## src/rtl/logic_unit_scheduler_if.sv

```systemverilog
// rtl/logic_unit_scheduler_if.sv - request/result handshake bundle for the shared logic unit
interface logic_unit_scheduler_if #(
    parameter int K = 16
);
    logic         req0_valid;
    logic         req0_ready;
    logic [2:0]   req0_op;
    logic [K-1:0] req0_a;
    logic [K-1:0] req0_b;

    logic         req1_valid;
    logic         req1_ready;
    logic [2:0]   req1_op;
    logic [K-1:0] req1_a;
    logic [K-1:0] req1_b;

    logic         res_valid;
    logic         res_ready;
    logic [K-1:0] res_data;
    logic         res_id;
    logic         res_err;

    // Requesters and result consumer side
    modport master (
        output req0_valid, req0_op, req0_a, req0_b,
        input  req0_ready,
        output req1_valid, req1_op, req1_a, req1_b,
        input  req1_ready,
        input  res_valid, res_data, res_id, res_err,
        output res_ready
    );

    // Scheduler side
    modport slave (
        input  req0_valid, req0_op, req0_a, req0_b,
        output req0_ready,
        input  req1_valid, req1_op, req1_a, req1_b,
        output req1_ready,
        output res_valid, res_data, res_id, res_err,
        input  res_ready
    );
endinterface

```

## src/rtl/logic_unit_scheduler.sv

```systemverilog
// rtl/logic_unit_scheduler.sv - round-robin sharing of one bitwise logic unit between two requesters
module logic_unit_scheduler #(
    parameter int K  = 16,
    parameter int CW = 8
) (
    input  logic                   clk,
    input  logic                   rst,
    logic_unit_scheduler_if.slave  bus,
    output logic                   busy,
    output logic [CW-1:0]          op_count
);

    typedef enum logic {
        IDLE = 1'b0,
        FULL = 1'b1
    } state_t;

    state_t       state;
    state_t       state_nxt;

    logic         last_grant;
    logic         grant;
    logic         can_accept;
    logic         accept0;
    logic         accept1;
    logic         accept;

    logic [2:0]   sel_op;
    logic [K-1:0] sel_a;
    logic [K-1:0] sel_b;
    logic [K-1:0] alu_result;
    logic         alu_err;

    logic [K-1:0] res_data_q;
    logic         res_id_q;
    logic         res_err_q;

    // Pick the requester: a lone valid wins, contention goes to whoever did not win last
    always_comb begin
        grant = 1'b0;
        if (bus.req0_valid && bus.req1_valid) begin
            grant = ~last_grant;
        end else if (bus.req1_valid) begin
            grant = 1'b1;
        end
    end

    // Handshake qualification; reset blocks all accepts so nothing is lost mid-reset
    always_comb begin
        can_accept = (state == IDLE) || bus.res_ready;
        accept0    = !rst && can_accept && bus.req0_valid && (grant == 1'b0);
        accept1    = !rst && can_accept && bus.req1_valid && (grant == 1'b1);
        accept     = accept0 || accept1;
    end

    // Operand mux feeding the single shared logic unit
    always_comb begin
        sel_op = grant ? bus.req1_op : bus.req0_op;
        sel_a  = grant ? bus.req1_a  : bus.req0_a;
        sel_b  = grant ? bus.req1_b  : bus.req0_b;
    end

    // The shared bitwise unit; opcode 7 yields zero and flags an error
    always_comb begin
        alu_err = 1'b0;
        case (sel_op)
            3'd0:    alu_result = sel_a & sel_b;
            3'd1:    alu_result = sel_a | sel_b;
            3'd2:    alu_result = sel_a ^ sel_b;
            3'd3:    alu_result = ~sel_a;
            3'd4:    alu_result = ~(sel_a | sel_b);
            3'd5:    alu_result = ~(sel_a ^ sel_b);
            3'd6:    alu_result = ~(sel_a & sel_b);
            default: begin
                alu_result = '0;
                alu_err    = 1'b1;
            end
        endcase
    end

    // FSM state register
    always_ff @(posedge clk) begin
        if (rst) begin
            state <= IDLE;
        end else begin
            state <= state_nxt;
        end
    end

    // FSM next state: any accept fills the slot, a drain without refill empties it
    always_comb begin
        state_nxt = state;
        case (state)
            IDLE: begin
                if (accept) begin
                    state_nxt = FULL;
                end
            end
            FULL: begin
                if (accept) begin
                    state_nxt = FULL;
                end else if (bus.res_ready) begin
                    state_nxt = IDLE;
                end
            end
            default: state_nxt = IDLE;
        endcase
    end

    // FSM outputs: slot occupancy and per-requester ready
    always_comb begin
        bus.res_valid  = (state == FULL);
        busy           = (state == FULL);
        bus.req0_ready = accept0;
        bus.req1_ready = accept1;
    end

    // Result slot loads only on accept, so it holds steady under back-pressure
    always_ff @(posedge clk) begin
        if (rst) begin
            res_data_q <= '0;
            res_id_q   <= 1'b0;
            res_err_q  <= 1'b0;
        end else if (accept) begin
            res_data_q <= alu_result;
            res_id_q   <= grant;
            res_err_q  <= alu_err;
        end
    end

    // Round-robin history and accepted-operation counter
    always_ff @(posedge clk) begin
        if (rst) begin
            last_grant <= 1'b1;
            op_count   <= '0;
        end else if (accept) begin
            last_grant <= grant;
            op_count   <= op_count + CW'(1);
        end
    end

    // Drive result payload onto the bundle
    always_comb begin
        bus.res_data = res_data_q;
        bus.res_id   = res_id_q;
        bus.res_err  = res_err_q;
    end

endmodule

```

## src/flat_wrapper.sv

```systemverilog
// flat-port wrapper written by rule: the top's interface ports become plain ports
module logic_unit_scheduler_flat 
#(
    parameter int K  = 16,
    parameter int CW = 8
)
  (clk, rst, busy, op_count, bus_req0_valid, bus_req0_op, bus_req0_a, bus_req0_b, bus_req0_ready, bus_req1_valid, bus_req1_op, bus_req1_a, bus_req1_b, bus_req1_ready, bus_res_valid, bus_res_data, bus_res_id, bus_res_err, bus_res_ready);
  logic_unit_scheduler_if #(.K(K)) bus_i ();
  input  logic clk;
  input  logic rst;
  output logic busy;
  output logic [CW-1:0] op_count;
  input wire logic [$bits(bus_i.req0_valid)-1:0] bus_req0_valid;
  input wire logic [$bits(bus_i.req0_op)-1:0] bus_req0_op;
  input wire logic [$bits(bus_i.req0_a)-1:0] bus_req0_a;
  input wire logic [$bits(bus_i.req0_b)-1:0] bus_req0_b;
  output wire logic [$bits(bus_i.req0_ready)-1:0] bus_req0_ready;
  input wire logic [$bits(bus_i.req1_valid)-1:0] bus_req1_valid;
  input wire logic [$bits(bus_i.req1_op)-1:0] bus_req1_op;
  input wire logic [$bits(bus_i.req1_a)-1:0] bus_req1_a;
  input wire logic [$bits(bus_i.req1_b)-1:0] bus_req1_b;
  output wire logic [$bits(bus_i.req1_ready)-1:0] bus_req1_ready;
  output wire logic [$bits(bus_i.res_valid)-1:0] bus_res_valid;
  output wire logic [$bits(bus_i.res_data)-1:0] bus_res_data;
  output wire logic [$bits(bus_i.res_id)-1:0] bus_res_id;
  output wire logic [$bits(bus_i.res_err)-1:0] bus_res_err;
  input wire logic [$bits(bus_i.res_ready)-1:0] bus_res_ready;
  assign bus_i.req0_valid = bus_req0_valid;
  assign bus_i.req0_op = bus_req0_op;
  assign bus_i.req0_a = bus_req0_a;
  assign bus_i.req0_b = bus_req0_b;
  assign bus_req0_ready = bus_i.req0_ready;
  assign bus_i.req1_valid = bus_req1_valid;
  assign bus_i.req1_op = bus_req1_op;
  assign bus_i.req1_a = bus_req1_a;
  assign bus_i.req1_b = bus_req1_b;
  assign bus_req1_ready = bus_i.req1_ready;
  assign bus_res_valid = bus_i.res_valid;
  assign bus_res_data = bus_i.res_data;
  assign bus_res_id = bus_i.res_id;
  assign bus_res_err = bus_i.res_err;
  assign bus_i.res_ready = bus_res_ready;
  logic_unit_scheduler #(.K(K), .CW(CW)) u_core (.clk(clk), .rst(rst), .bus(bus_i), .busy(busy), .op_count(op_count));
endmodule
```

## config.mk

```make
export PLATFORM = sky130hd
export DESIGN_NAME = logic_unit_scheduler_flat
export DESIGN_NICKNAME = d
export VERILOG_FILES = /design/src/rtl/logic_unit_scheduler_if.sv /design/src/rtl/logic_unit_scheduler.sv /design/src/flat_wrapper.sv
export SDC_FILE = /design/constraint.sdc
export NUM_CORES = 1
export LEC_CHECK = 0
export CORE_MARGIN = 2
export CORE_UTILIZATION = 50
export CTS_BUF_LIST = sky130_fd_sc_hd__clkbuf_4 sky130_fd_sc_hd__clkbuf_8
export DETAILED_ROUTE_END_ITERATION = 8
export MAX_ROUTING_LAYER = met4
export PLACE_DENSITY_LB_ADDON = 0.08
export SETUP_SLACK_MARGIN = 0.4
export SLEW_MARGIN = 25
export SYNTH_ARGS = -nofsm -noshare
export SYNTH_HDL_FRONTEND = slang
export SYNTH_SLANG_ARGS = --single-unit
```

## constraint.sdc

```tcl
create_clock -name clk -period 6.1 [get_ports clk]
set_input_delay 1.22 -clock clk [delete_from_list [all_inputs] [get_ports clk]]
set_output_delay 1.22 -clock clk [all_outputs]
set_load 0.01 [all_outputs]
```

After elaboration in Yosys (flattened, before gate mapping). Index checks and enable logic that the tools add are counted.

Input bits: 75. Output and inout bits: 30. Logic and storage cells: 45. Register bits after elaboration: 28.

Bitwise operators: 10. Reduce and logical (&&, ||, !) cells: 11. Add/subtract/negate cells: 1. Eq/ne operators: 6. Muxes and demuxes: 11.

Operators with widths (number): $pmux W16 S7 (1); $not A16 Y16 (4); $mux W16 (2); $and A16 B16 Y16 (1); $or A16 B16 Y16 (1); $xor A16 B16 Y16 (1); $eq A3 B3 Y1 const B (3); $add A8 B1 Y8 const B (1); $reduce_or A7 Y1 (1); $eq A3 B2 Y1 const B (2); $logic_and A1 B1 Y1 (6); $mux W1 (6); $eq A3 B1 Y1 const B (1); $logic_not A3 Y1 (1); $mux W3 (1); $not A1 Y1 (3); $logic_or A1 B1 Y1 (2); $pmux W1 S2 (1); $logic_not A1 Y1 (1).

Logic depth before layout (Yosys ltp).
Depth after elaboration: 8. Gate-level depth with buffers: 8.

Least setup slack after synthesis. OpenSTA, ideal clock, no wires.

Kind: input to output. From: in rst. To: out bus_req0_ready. Arrival time: 2.041 ns. Required time: 4.880 ns. Stages on the path: 3. Slack: 2.839 ns. Buffers on the path: 2. Path through: clkbuf_1 > clkbuf_8 > nor4b_1.

Cells in the longest elaborated chain, start to end: 4.

Ends and longest elaborated chain: from (decl) (line flat_wrapper.sv:10) `input logic rst;`; $logic_not A1 Y1 (line logic_unit_scheduler.sv:51) `accept0 = !rst && can_accept && bus.req0_valid && (grant == 1'b0);`; $logic_and A1 B1 Y1 (3 in a row) (line logic_unit_scheduler.sv:51); to (decl) (line flat_wrapper.sv:17) `output wire logic [$bits(bus_i.req0_ready)-1:0] bus_req0_ready;`.

No other way between the ends.

Worst setup path after layout. Ends and elaborated chain as after synthesis.

==> results.cfg <==
[outcome]
status = finished clean

[power_and_ir_drop]
p_sw_share_pct = 31.8
ir_drop_mv = 0.120
pwr-share-clk_pct = 25.3
power.internal_uw = 416
combinationalPowerShare_pct = 41.9
p_seq_share_pct = 32.8
p_leak_uw = 0.00166
power_density_mw_per_mm2 = 151
p_switching_uw = 194
finalPower_uw = 609

[route]
wl_per_cell_um = 16.5
via_per_inst = 6.00
drc = 0
vias = 3080
first_pass_iters = 4
antenna_left = 0
routed_wl_mm = 8.47
drt-initial-drc-count = 131

[floorplanning]
ios = 105
die_w_um = 81.9
rows = 28
dieHeight_um = 81.9
die_area_mm2 = 0.00671
coreArea_mm2 = 0.00589
start_util_pct = 51.6

[clocking]
cts_setup_buffers = 0
clk_latency_ns = 0.29
cts_tree = done
clk_path_buf_depth = 2
cts_resized = 0
cts_root_buffer = clkbuf_8
cts_sinks = 28
hold_buffers = 0
htreeDepth = 1
clk_pin_slew_ns = 0.10
cts_buffers = 3

[grt]
grt_overflow_total = 0
antenna_found_initial = 0
grt_util_met1_pct = 31.4
grt_util_met2_pct = 45.9
grt_use_total_pct = 25.7
use_met3_pct = 3.41
grt_pass1_vias = 2934
grt.busiest_layer = met2
grt_max_degree = 43
grt_pass1_wl_mm = 13.4

[timing]
max_freq_mhz = 251
finalMaxSlewViolations = 0
hold_violations = 0
worst_clock_skew_ns = 0.00715
setup_tns_ns = 0
fin_crit_sh_pct = 65.4
setup_viol = 0
rsz0062_at_grt = false
slew_headroom_pct = 36.7
worst_slew_pin_slew_ns = 0.931
post-route-min-period_ns = 3.99

[yosys]
synth_edf_count = 0
seq_area_frac_synth_pct = 18.5
avgSynthCellArea_um2 = 8.62
syn_area_mm2 = 0.00303
yosys.area.top_type = mux2i_1
synth-seq-cells = 28
ys.flop_type = dfxtp_1
async_reset_ff_share_pct = 0
ys_top_cells_by_area = mux2i_1 21%, dfxtp_1 18%, ha_1 7.0%
syn_nets = 444
yosysTopAreaCellShare_pct = 20.8
yosysUniqueCellTypes = 52
yosysWarnings = 0
synth_cells = 352

[worst_hold_path]
hp-class = flip-flop to flip-flop

[cells_and_area]
drive_gt1_share_pct = 4.11
syn_to_final_growth_pct = 33.1
multi_input_area_mm2 = 0.00224
seq_area_um2 = 561
fillerInstances = 499
final_nets = 531
utilization_pct = 68.6
num_antenna_cells = 0

[setup_path]
critical_path_class = input port to primary output
arrival_ns = 2.77
cp_max_fo = 34
startpoint_type = input port
cp-end-kind = primary output
required_ns = 4.88

[placed_design]
portBuffers = 104
hpwlAfterDp_mm = 5.88
routabilityCongestion = 0.791

[flow_run]
drv_cap = 0
==> power by group through the flow <==
stage               Sequential [µW]  Clock [µW]  Combinational (µW)
floorplan                       207           0                 155
global placement                204           0                 249
detailed placement              204           0                 254
CTS                             200         155                 255
global route                    201         163                 279
finish                          200         154                 255
==> state kept, by name, indices dropped and copies added (netlist names) <==
register              cells
u_core.bus.res_err        1
u_core.op_count           8
u_core.bus.res_valid      1
u_core.bus.res_data      16
u_core.last_grant         1
u_core.bus.res_id         1
==> per-stage QoR <==
stage | hold slack [ns] | instance area, µm² | setup WS (ns) | std cells
floorplan | 0.507 | 3030 | 2.84 | 352
global placement | 0.488 | 3970 | 2.10 | 509
detailed placement | 0.488 | 3970 | 2.03 | 509
CTS | 0.506 | 4040 | 2.09 | 513
global route | 0.529 | 4040 | 2.05 | 513
finish | 0.498 | 4040 | 2.11 | 513
==> cells in the final DEF (no fill, tap or decap), types with 2 or more instances in the layout <==
master and count:
xnor2_1 2, mux2i_1 62, xor2_1 5, nand2b_1 3, nand3_1 6, o2bb2ai_1 14, nor3b_1 2, clkdlybuf4s50_1 104
nor3_1 4, nand3b_1 4, a211o_1 15, nor2_1 29, o31a_1 14, a221oi_1 3, nand2_1 51, o221ai_1 15
buf_4 4, and3_1 2, ha_1 17, nand4_1 4, a211oi_1 4, a21oi_1 18, clkbuf_8 3, dfxtp_1 28
==> cell families after synthesis <==
group / share of synthesized area, %
XOR/XNOR: 2.02
buffers and inverters: 7.88
adder cells (fa/ha/maj): 7.01
AND/OR/NAND/NOR: 17.6
flip-flops: 18.5
AO/OA/AOI/OAI: 24.6
multiplexers: 22.4
==> worst max-delay path: stages <==
cell	delay [ns]
clkdlybuf4s50_1	0.40
buf_4	0.24
nor4b_1	0.32
clkdlybuf4s50_1	0.59
==> Yosys cell counts (all sizes together), types with 3 or more instances <==
library cell and n:
nand2b 3, nor3 5, nand4 4, o31a 14, ha 17, nand2 51, a211oi 4, o2bb2ai 14
o221ai 15, nand3 7, dfxtp 28, buf 16, a211o 15, a21oi 18, nand3b 4, a221oi 3
xor2 5, clkbuf 9, mux2i 64, nor2 29
==> layout make-up <==
| cell class | count | area share, % |
|---|---|---|
| Multi-Input combinational cell | 297 | 55.4 |
| Timing Repair Buffer | 108 | 26.5 |
| Sequential cell | 28 | 13.9 |
| Tap cell | 75 | 2.32 |
| Clock buffer | 3 | 1.02 |
| Clock inverter | 1 | 0.743 |
| Inverter | 1 | 0.0929 |
==> routing by layer <==
layer	vias up	share of wire, %
met5	-	0
met4	0	0.65
met3	6	5.7
met2	87	49
met1	1466	44
li1	1521	-
==> path summary, 6_finish.rpt <==
check / end / slack (ns) / start / cells after the start
worst max-delay path: bus_req0_ready / 2.11 / rst / 4
worst min-delay path: u_core.bus.res_err$_SDFFE_PP0P_ / 0.50 / u_core.bus.res_err$_SDFFE_PP0P_ / 2
worst max register to register: u_core.bus.res_data[5]$_SDFFE_PP0P_ / 3.44 / u_core.last_grant$_SDFFE_PP1P_ / 6
worst min register to register: u_core.bus.res_err$_SDFFE_PP0P_ / 0.50 / u_core.bus.res_err$_SDFFE_PP0P_ / 2
No activity file was read; power rests on OpenSTA's default activity.
